## src/rtl/mdu_pkg.sv

```systemverilog
// Shared definitions for the iterative multiply/divide unit:
// operation encodings seen on op_i and the controller state set.
package mdu_pkg;

    typedef enum logic [1:0] {
        MDU_MULT  = 2'b00,
        MDU_MULTU = 2'b01,
        MDU_DIV   = 2'b10,
        MDU_DIVU  = 2'b11
    } mdu_op_e;

    typedef enum logic [2:0] {
        ST_IDLE,
        ST_MUL,
        ST_DIV,
        ST_FIX,
        ST_DONE
    } mdu_state_e;

endpackage

```

## src/rtl/mdu_div_step.sv

```systemverilog
// One restoring division step: trial-subtract the divisor from the shifted
// partial remainder and keep the difference only when it does not go negative.
module mdu_div_step #(
    parameter int WIDTH = 32
) (
    input  logic [WIDTH:0]   i_partRem,
    input  logic [WIDTH-1:0] i_divisor,
    output logic [WIDTH-1:0] o_rem,
    output logic             o_qBit
);

    logic [WIDTH:0] w_diff;

    // The partial remainder is always below twice the divisor, so a set top bit
    // guarantees the subtraction succeeds and the result fits in WIDTH bits.
    assign w_diff = i_partRem - {1'b0, i_divisor};
    assign o_qBit = i_partRem[WIDTH] | ~w_diff[WIDTH];
    assign o_rem  = o_qBit ? w_diff[WIDTH-1:0] : i_partRem[WIDTH-1:0];

endmodule

```

## src/rtl/mdu_iter.sv

```systemverilog
// Iterative multiply/divide unit for the execute stage: shift-add multiply,
// restoring divide, one sign-fix cycle, and a one-cycle done pulse with {hi,lo}.
module mdu_iter
    import mdu_pkg::*;
#(
    parameter int WIDTH    = 32,
    parameter int MUL_STEP = 2
) (
    input  logic               clk,
    input  logic               rst,
    input  logic               start_i,
    input  logic [1:0]         op_i,
    input  logic               annul_i,
    input  logic [WIDTH-1:0]   opa_i,
    input  logic [WIDTH-1:0]   opb_i,
    output logic               busy_o,
    output logic               done_o,
    output logic [2*WIDTH-1:0] result_o,
    output logic               div_by_zero_o
);

    localparam int MUL_CYCLES = WIDTH / MUL_STEP;
    localparam int CNT_W      = $clog2(WIDTH + 1);

    mdu_state_e         r_state;
    logic [CNT_W-1:0]   r_count;
    logic               r_isDiv;
    logic               r_negLo;
    logic               r_negHi;
    logic               r_done;
    logic               r_dbz;
    logic [WIDTH-1:0]   r_opnd;
    logic [WIDTH-1:0]   r_hi;
    logic [WIDTH-1:0]   r_lo;
    logic [2*WIDTH-1:0] r_result;

    logic                      w_isDivOp;
    logic                      w_isSigned;
    logic                      w_signA;
    logic                      w_signB;
    logic [WIDTH-1:0]          w_absA;
    logic [WIDTH-1:0]          w_absB;
    logic [WIDTH+MUL_STEP-1:0] w_partial;
    logic [WIDTH+MUL_STEP-1:0] w_mulSum;
    logic [WIDTH-1:0]          w_divRem;
    logic                      w_qBit;
    logic [2*WIDTH-1:0]        w_prod;
    logic [2*WIDTH-1:0]        w_fixed;
    logic [WIDTH-1:0]          w_quoFix;
    logic [WIDTH-1:0]          w_remFix;

    assign w_isDivOp  = (op_i == MDU_DIV) || (op_i == MDU_DIVU);
    assign w_isSigned = (op_i == MDU_MULT) || (op_i == MDU_DIV);
    assign w_signA    = w_isSigned & opa_i[WIDTH-1];
    assign w_signB    = w_isSigned & opb_i[WIDTH-1];
    assign w_absA     = w_signA ? -opa_i : opa_i;
    assign w_absB     = w_signB ? -opb_i : opb_i;

    // Multiplicand times the low MUL_STEP multiplier bits, built from shifted copies.
    always_comb begin
        w_partial = '0;
        for (int j = 0; j < MUL_STEP; j++) begin
            if (r_lo[j]) begin
                w_partial = w_partial + ({{MUL_STEP{1'b0}}, r_opnd} << j);
            end
        end
    end

    assign w_mulSum = w_partial + {{MUL_STEP{1'b0}}, r_hi};

    mdu_div_step #(
        .WIDTH(WIDTH)
    ) u_divStep (
        .i_partRem({r_hi, r_lo[WIDTH-1]}),
        .i_divisor(r_opnd),
        .o_rem    (w_divRem),
        .o_qBit   (w_qBit)
    );

    assign w_prod   = {r_hi, r_lo};
    assign w_quoFix = r_negLo ? -r_lo : r_lo;
    assign w_remFix = r_negHi ? -r_hi : r_hi;
    assign w_fixed  = r_isDiv ? {w_remFix, w_quoFix} : (r_negLo ? -w_prod : w_prod);

    // Stall asserts in the request cycle itself and drops in DONE so the result can retire.
    assign busy_o = !annul_i && ((r_state == ST_IDLE && start_i) ||
                                 r_state == ST_MUL || r_state == ST_DIV || r_state == ST_FIX);

    assign done_o        = r_done;
    assign div_by_zero_o = r_dbz;
    assign result_o      = r_result;

    always_ff @(posedge clk or negedge rst) begin
        if (!rst) begin
            r_state  <= ST_IDLE;
            r_count  <= '0;
            r_isDiv  <= 1'b0;
            r_negLo  <= 1'b0;
            r_negHi  <= 1'b0;
            r_done   <= 1'b0;
            r_dbz    <= 1'b0;
            r_opnd   <= '0;
            r_hi     <= '0;
            r_lo     <= '0;
            r_result <= '0;
        end else begin
            r_done <= 1'b0;
            r_dbz  <= 1'b0;
            if (annul_i) begin
                r_state <= ST_IDLE;
            end else begin
                case (r_state)
                    ST_IDLE: begin
                        if (start_i) begin
                            r_isDiv <= w_isDivOp;
                            r_count <= '0;
                            r_hi    <= '0;
                            if (w_isDivOp && opb_i == '0) begin
                                r_state  <= ST_DONE;
                                r_result <= {opa_i, {WIDTH{1'b1}}};
                                r_done   <= 1'b1;
                                r_dbz    <= 1'b1;
                            end else if (w_isDivOp) begin
                                r_state <= ST_DIV;
                                r_lo    <= w_absA;
                                r_opnd  <= w_absB;
                                r_negLo <= w_signA ^ w_signB;
                                r_negHi <= w_signA;
                            end else begin
                                r_state <= ST_MUL;
                                r_lo    <= w_absB;
                                r_opnd  <= w_absA;
                                r_negLo <= w_signA ^ w_signB;
                                r_negHi <= 1'b0;
                            end
                        end
                    end
                    ST_MUL: begin
                        r_hi    <= w_mulSum[WIDTH+MUL_STEP-1:MUL_STEP];
                        r_lo    <= {w_mulSum[MUL_STEP-1:0], r_lo[WIDTH-1:MUL_STEP]};
                        r_count <= r_count + CNT_W'(1);
                        if (r_count == CNT_W'(MUL_CYCLES - 1)) begin
                            r_state <= ST_FIX;
                        end
                    end
                    ST_DIV: begin
                        r_hi    <= w_divRem;
                        r_lo    <= {r_lo[WIDTH-2:0], w_qBit};
                        r_count <= r_count + CNT_W'(1);
                        if (r_count == CNT_W'(WIDTH - 1)) begin
                            r_state <= ST_FIX;
                        end
                    end
                    ST_FIX: begin
                        r_result <= w_fixed;
                        r_done   <= 1'b1;
                        r_state  <= ST_DONE;
                    end
                    ST_DONE: begin
                        r_state <= ST_IDLE;
                    end
                    default: begin
                        r_state <= ST_IDLE;
                    end
                endcase
            end
        end
    end

endmodule

```

## config.mk

```make
export PLATFORM = sky130hd
export DESIGN_NAME = mdu_iter
export DESIGN_NICKNAME = d
export VERILOG_FILES = /design/src/rtl/mdu_pkg.sv /design/src/rtl/mdu_div_step.sv /design/src/rtl/mdu_iter.sv
export SDC_FILE = /design/constraint.sdc
export NUM_CORES = 1
export LEC_CHECK = 0
export BUFFER_PORTS_ARGS = -buffer_cell sky130_fd_sc_hd__buf_2
export CELL_PAD_IN_SITES_DETAIL_PLACEMENT = 0
export CELL_PAD_IN_SITES_GLOBAL_PLACEMENT = 1
export CORE_ASPECT_RATIO = 1.75
export CORE_MARGIN = 3
export CORE_UTILIZATION = 41
export DETAILED_ROUTE_END_ITERATION = 6
export PLACE_DENSITY_LB_ADDON = 0.1
export SYNTH_ARGS = -nofsm -noshare
export SYNTH_HDL_FRONTEND = slang
export SYNTH_SLANG_ARGS = --single-unit
```

## constraint.sdc

```tcl
create_clock -name clk -period 5.74 [get_ports clk]
set_clock_uncertainty 0.2 [all_clocks]
set_input_delay 0.861 -clock clk [delete_from_list [all_inputs] [get_ports clk]]
set_output_delay 0.861 -clock clk [all_outputs]
set_load 0.01 [all_outputs]
```

==> flow_metrics.py, run 1 <==
metrics = {
    "power": {
        "switching_share_pct": 52.3,
        "power_per_cell_area_nw_per_um2": 633,
        "leakage_uw": 0.00843,
        "power_frac_clock_pct": 10.7,
        "cellInternalPower_uw": 5710,
        "p_sw_uw": 6260,
        "p_comb_share_pct": 68.5,
        "pwr-share-seq_pct": 20.8,
        "totalPowerFinal_uw": 12000,
        "ir_worst_vdd_v": 0.000384,
    },
    "critical_path": {
        "critical-path-max-stage-delay_ns": 0.45,
        "cpMostUsedCell": "a21oi_1",
        "r2r_slack_ns": 0.21,
        "setup.worst_path.class": "reg2reg",
        "cp_max_fo": 5,
        "crit_end": "r_hi[30]$_DFFE_PN0P_",
        "worstSetupStartpointType": "flop",
        "cp.required_ns": 5.88,
        "endpoint_kind": "flop",
        "arrival_ns": 5.67,
        "crit_path_top_delay_cell": "dfrtp_2",
        "worstReg2RegStart": "r_lo[0]$_DFFE_PN0P_",
        "ff2ff_path_depth": 26,
        "startpoint": "r_lo[0]$_DFFE_PN0P_",
        "rr_endpoint": "r_hi[30]$_DFFE_PN0P_",
    },
    "floorplan": {
        "io_pins": 137,
        "initial_utilization_pct": 41.7,
        "dieArea_um2": 42600,
        "rows": 96,
        "die_x_um": 157,
        "coreArea_um2": 39400,
        "die-height_um": 271,
    },
    "layout": {
        "final_area_um2": 18900,
        "layout_common_cells": "nand2_1 (277), nor2_1 (251), o21ai_0 (241)",
        "area_delta_synth_final_pct": 15.2,
        "nets": 2523,
        "drive_above_1_share_pct": 15.1,
        "final_common_cell": "nand2_1",
        "fillers": 4055,
        "stdcell_count": 2856,
        "antennaDiodeCount": 0,
    },
    "timing": {
        "fin_crit_ns": 5.53,
        "worst_slack_ns": 0.208,
        "relSlewSlack_pct": 24.0,
        "hold_violations": 0,
        "setup_tns_ns": 0,
        "maxClockFrequency_ghz": 0.181,
        "slew_viol_final": 0,
        "period_share_pct": 96.4,
        "setup_viol": 0,
        "worst_pin_slew_ns": 1.14,
    },
    "route": {
        "drt_iter0_markers": 1152,
        "dr.pass1.iters": 7,
        "routed_wl_mm": 67.7,
        "antenna_left": 0,
        "vias": 16900,
        "routedWlPerCell_um": 23.7,
        "via_per_inst": 5.93,
        "drc": 1,
    },
    "placement": {
        "portBuffers": 136,
        "place_ws_ns": -0.211,
        "place_inst": 2822,
        "gp_congestion": 0.986,
        "dpl.hpwl_mm": 55.0,
        "dpl-instance-area_um2": 18200,
    },
    "global_routing": {
        "grt_first_pass_wirelength_mm": 102,
        "antenna_found_initial": 1,
        "grt_max_degree": 66,
        "grt_use_total_pct": 31.5,
        "gr-total-overflow": 0,
        "grt_pass1_vias": 16700,
    },
    "logic_synthesis": {
        "netlist_instances": 2200,
        "ys_warn_count": 0,
        "ys_types": 81,
        "synthXorXnorAreaFrac_pct": 10.8,
        "yosysSeqAreaShare_pct": 26.5,
        "yosys-mux-area-fraction_pct": 1.96,
        "async_reset_ff_share_pct": 100,
        "synth_compound_area_share_pct": 27.6,
        "syn_nets": 2370,
        "yosys.area_share.simple_pct": 20.5,
        "synthFlopType": "dfrtp_1",
        "synthAdderAreaFrac_pct": 7.94,
        "synth_area_um2": 16400,
        "synth.avg_cell_area_um2": 7.46,
        "synth-seq-cells": 174,
        "synth_top_family_by_area": "compound AO/OA/AOI/OAI gates",
        "synth-edff-count": 0,
    },
    "clocking": {
        "cts_tree": "yes",
        "path_clk_slew_ns": 0.08,
        "clock_latency_ns": 0.46,
        "cts_buffers": 17,
        "numClockSinks": 174,
        "clock_path_buffers": 2,
        "htreeDepth": 4,
        "root_buffer": "clkbuf_16",
    },
    "run_status": {
        "outcome": "finished with violations",
        "violations": "DRC",
    },
    "hold_path": {
        "hold_path_class": "in2async",
    },
    "job": {
        "maxCapViolCount": 0,
    },
}
[power groups by stage]
stage	Combinational, uW	Clock, uW	Sequential [uW]
3_3_place_gp	8010	0	2490
4_1_cts	8110	1310	2470
3_5_place_dp	8050	0	2500
6_report	8210	1280	2490
5_1_grt	9050	1360	2550
2_1_floorplan	5360	0	2310
[timing repair]
item | CTS | global route
endpoints found under the setup margin | 4 | 15
pin swaps | 1 | 4
setup buffers | 1 | 1
resized for setup | 5 | 28
hold buffers | 0 | 0
[worst max-delay path: cells and delay by family, from the launching register on]
| family | cells | cell delay, ns |
|---|---|---|
| flip-flops | 1 | 0.45 |
| adder cells (fa/ha/maj) | 2 | 0.56 |
| XOR/XNOR | 2 | 0.23 |
| multiplexers | 1 | 0.26 |
| AO/OA/AOI/OAI | 16 | 3.15 |
| AND/OR/NAND/NOR | 2 | 0.19 |
| buffers and inverters | 3 | 0.35 |
[final cells by class]
| cell class | count | area, um2 | share of cell area, % |
|---|---|---|---|
| repair buffers | 251 | 1590 | 8.39 |
| flip-flops and latches | 174 | 4360 | 23.0 |
| multi-input cells | 1830 | 11400 | 60.4 |
| well taps | 490 | 613 | 3.24 |
| clock inverters | 15 | 210 | 1.11 |
| inverters | 79 | 299 | 1.58 |
| clock buffers | 17 | 425 | 2.25 |
[metrics by stage]
stage	hold WS [ns]	util, %
after detailed placement	0.270	46.1
after floorplan	0.278	-
after CTS	0.174	47.8
after global placement	0.259	46.1
after global routing	0.189	48.0
final	0.152	48.0
[worst min path at each step]
| stage | depth (start not counted) | endpoint | slack (ns) | start |
|---|---|---|---|---|
| final | 1 | result_o[11]$_DFFE_PN0P_ | 0.15 | rst |
| after detailed placement | 2 | result_o[36]$_DFFE_PN0P_ | 0.27 | result_o[36]$_DFFE_PN0P_ |
| after global placement | 2 | result_o[56]$_DFFE_PN0P_ | 0.26 | result_o[56]$_DFFE_PN0P_ |
| after floorplan | 2 | r_opnd[11]$_DFFE_PN0P_ | 0.28 | r_opnd[11]$_DFFE_PN0P_ |
| after CTS | 1 | result_o[11]$_DFFE_PN0P_ | 0.17 | rst |
| after global routing | 1 | result_o[11]$_DFFE_PN0P_ | 0.19 | rst |
[kinds of logic after synthesis]
| group | after synthesis |
|---|---|
| AOI/OAI and AO/OA | 747 |
| and+or+nand+nor | 747 |
| xor gates and xnor gates | 203 |
| buffers and inverters | 196 |
| DFF | 174 |
| adders and majority gates | 103 |
| muxes | 30 |
[flip-flops by register name, summed over array words and instances, names as in the netlist, 3 cells and up]
register  count
r_hi         32
r_opnd       32
result_o     64
r_state       3
r_count       6
r_lo         32
[per-layer routing]
| layer | vias to the layer above | GRT usage (%) | share of wire [%] |
|---|---|---|---|
| met4 | 2 | 19.5 | 7.6 |
| met3 | 168 | 3.35 | 3.6 |
| met1 | 8127 | 33.2 | 36 |
| met2 | 486 | 58.4 | 53 |
| met5 | - | 0 | 0.019 |
| li1 | 8165 | - | - |
[synthesized netlist by cell type (all sizes together) (18+ instances only)]
master | number | area share, %
inv | 78 | 1.8
nand3 | 38 | 1.2
a21o | 34 | 1.6
o31ai | 27 | 1.2
buf | 20 | 0.64
nor2 | 255 | 5.8
a22oi | 24 | 1.1
a31oi | 19 | 0.72
nand2b | 23 | 0.88
or3 | 19 | 0.75
or4 | 18 | 0.91
nor3 | 34 | 1.1
ha | 97 | 7.4
o21ai | 261 | 8.0
dfrtp | 174 | 27
nand2 | 278 | 6.4
xnor2 | 110 | 5.9
xor2 | 93 | 5.0
a222oi | 24 | 1.5
a21oi | 230 | 7.0
clkbuf | 97 | 2.2
Power figures use the tool's default switching activity.
==> run 2: changes to the inputs <==
--- a/config.mk
+++ b/config.mk
@@ -10,9 +10,10 @@
 export CELL_PAD_IN_SITES_GLOBAL_PLACEMENT = 1
 export CORE_ASPECT_RATIO = 1.75
 export CORE_MARGIN = 3
-export CORE_UTILIZATION = 41
+export CORE_UTILIZATION = 29
 export DETAILED_ROUTE_END_ITERATION = 6
 export PLACE_DENSITY_LB_ADDON = 0.1
+export SLEW_MARGIN = 20
 export SYNTH_ARGS = -nofsm -noshare
 export SYNTH_HDL_FRONTEND = slang
 export SYNTH_SLANG_ARGS = --single-unit
==> flow_metrics.py, run 2 (same netlist as run 1, synthesis figures left out) <==
metrics = {
    "floorplan": {
        "initial_utilization_pct": 29.5,
        "coreArea_um2": 55600,
        "die_x_um": 186,
        "io_pins": 137,
        "dieArea_um2": 59600,
        "die-height_um": 321,
        "rows": 114,
    },
    "job": {
        "maxCapViolCount": 0,
    },
    "clocking": {
        "cts_hold_buf": 0,
        "cts_buffers": 17,
        "clock_latency_ns": 0.48,
        "clock_path_buffers": 2,
        "root_buffer": "clkbuf_16",
        "numClockSinks": 174,
        "htreeDepth": 4,
        "path_clk_slew_ns": 0.09,
        "cts_tree": "yes",
    },
    "layout": {
        "area_delta_synth_final_pct": 18.6,
        "final_common_cell": "nand2_1",
        "drive_above_1_share_pct": 16.8,
        "final_util_pct": 35.0,
        "nets": 2555,
        "largest_reg_flops": 64,
        "layout_common_cells": "nand2_1 (277), nor2_1 (251), o21ai_0 (236)",
        "final_area_um2": 19500,
    },
    "route": {
        "drc": 0,
        "antenna_left": 0,
        "routedWlPerCell_um": 23.9,
        "routed_wl_mm": 74.0,
        "vias": 16900,
        "via_per_inst": 5.47,
        "dr.pass1.iters": 5,
        "drt_iter0_markers": 1117,
    },
    "global_routing": {
        "grt_first_pass_wirelength_mm": 109,
        "gr-total-overflow": 0,
        "grt_max_degree": 85,
        "grt_pass1_vias": 17200,
        "grt_use_total_pct": 24.6,
        "antenna_found_initial": 1,
    },
    "critical_path": {
        "critPathBufInv": 11,
        "arrival_ns": 5.61,
        "endpoint_kind": "flop",
        "worstReg2RegStart": "r_lo[0]$_DFFE_PN0P_",
        "ff2ff_path_depth": 29,
        "cp.required_ns": 5.89,
        "cpMostUsedCell": "buf_4",
        "startpoint": "r_lo[0]$_DFFE_PN0P_",
        "crit_path_top_delay_cell": "dfrtp_2",
        "worstSetupStartpointType": "flop",
        "setup.worst_path.class": "reg2reg",
        "cp_max_fo": 5,
        "cp.depth": 29,
        "crit_family": "compound AO/OA/AOI/OAI gates",
        "critical-path-max-stage-delay_ns": 0.45,
    },
    "timing": {
        "maxClockFrequency_ghz": 0.183,
        "slew_viol_final": 0,
        "holdWs_ns": 0.214,
        "worst_pin_slew_ns": 1.13,
        "setup_viol": 0,
        "relSlewSlack_pct": 24.2,
        "period_share_pct": 95.2,
        "hold_violations": 0,
        "fin_crit_ns": 5.46,
    },
    "placement": {
        "dpl-instance-area_um2": 18600,
        "gp_congestion": 0.925,
        "portBuffers": 136,
        "dpl.hpwl_mm": 60.7,
    },
    "power": {
        "power_per_cell_area_nw_per_um2": 629,
        "totalPowerFinal_uw": 12200,
        "leakage_uw": 0.00857,
        "ir_worst_vdd_v": 0.000248,
    },
    "run_status": {
        "outcome": "completed",
    },
    "hold_path": {
        "hold_path_class": "in2async",
    },
}
run 2: cell count changes in the layout (fill, tap and decap cells not counted), moves of 2 or more:
cell | before | now
a31oi_2 | 1 | 3
a21oi_4 | 0 | 2
a21oi_1 | 225 | 220
buf_4 | 112 | 144
a31oi_1 | 17 | 15
clkinv_4 | 1 | 4
a21oi_2 | 5 | 8
inv_8 | 5 | 3
o21ai_1 | 17 | 22
o21ai_0 | 241 | 236
run 2: worst paths after layout:
kind / endpoint / slack (ns)
hold / removal: result_o[12]$_DFFE_PN0P_ / 0.21
max in group asynchronous: r_opnd[29]$_DFFE_PN0P_ / 4.02
min in group clk: result_o[56]$_DFFE_PN0P_ / 0.28
setup / recovery: r_hi[30]$_DFFE_PN0P_ / 0.28
hold reg to reg: result_o[56]$_DFFE_PN0P_ / 0.28
setup reg to reg: r_hi[30]$_DFFE_PN0P_ / 0.28
run 2: layout make-up:
type	instances	area, um2
Antenna cell	1	2.50
Clock buffer	17	425
Clock inverter	15	168
Fill cell	5975	36200
Inverter	79	297
Multi-Input combinational cell	1830	11500
Sequential cell	174	4360
Tap cell	696	871
Timing Repair Buffer	283	1820
run 2: layer usage:
layer	up-vias	track usage, %	part of all wire, %
met4	0	14.2	6.6
met1	8150	25.5	36
met2	410	46.9	54
li1	8249	-	-
met5	-	0	0
met3	129	2.49	3.2
run 2: metrics by stage:
| step | cells | worst slack (ns) | TNS [ns] |
|---|---|---|---|
| 6_report | 3095 | 0.277 | 0 |
| 3_3_place_gp | 3053 | -0.122 | -0.200 |
| 5_1_grt | 3094 | -0.00331 | -0.00331 |
| 4_1_cts | 3092 | 0.0155 | 0 |
| 2_1_floorplan | 2200 | 0.0535 | 0 |
| 3_5_place_dp | 3053 | -0.154 | -0.476 |
run 2: power breakdown:
part | leakage (uW) | switching (uW) | total [uW] | internal [uW]
registers | 0.00216 | 774 | 2530 | 1760
clock network | 0.000285 | 649 | 1230 | 585
logic | 0.00612 | 5010 | 8470 | 3450
run 2: timing repair:
| action | CTS | global route |
|---|---|---|
| resized for setup | 4 | 48 |
| pin swaps | 0 | 15 |
| setup buffers | 7 | 2 |
| endpoints found under the setup margin | 6 | 15 |
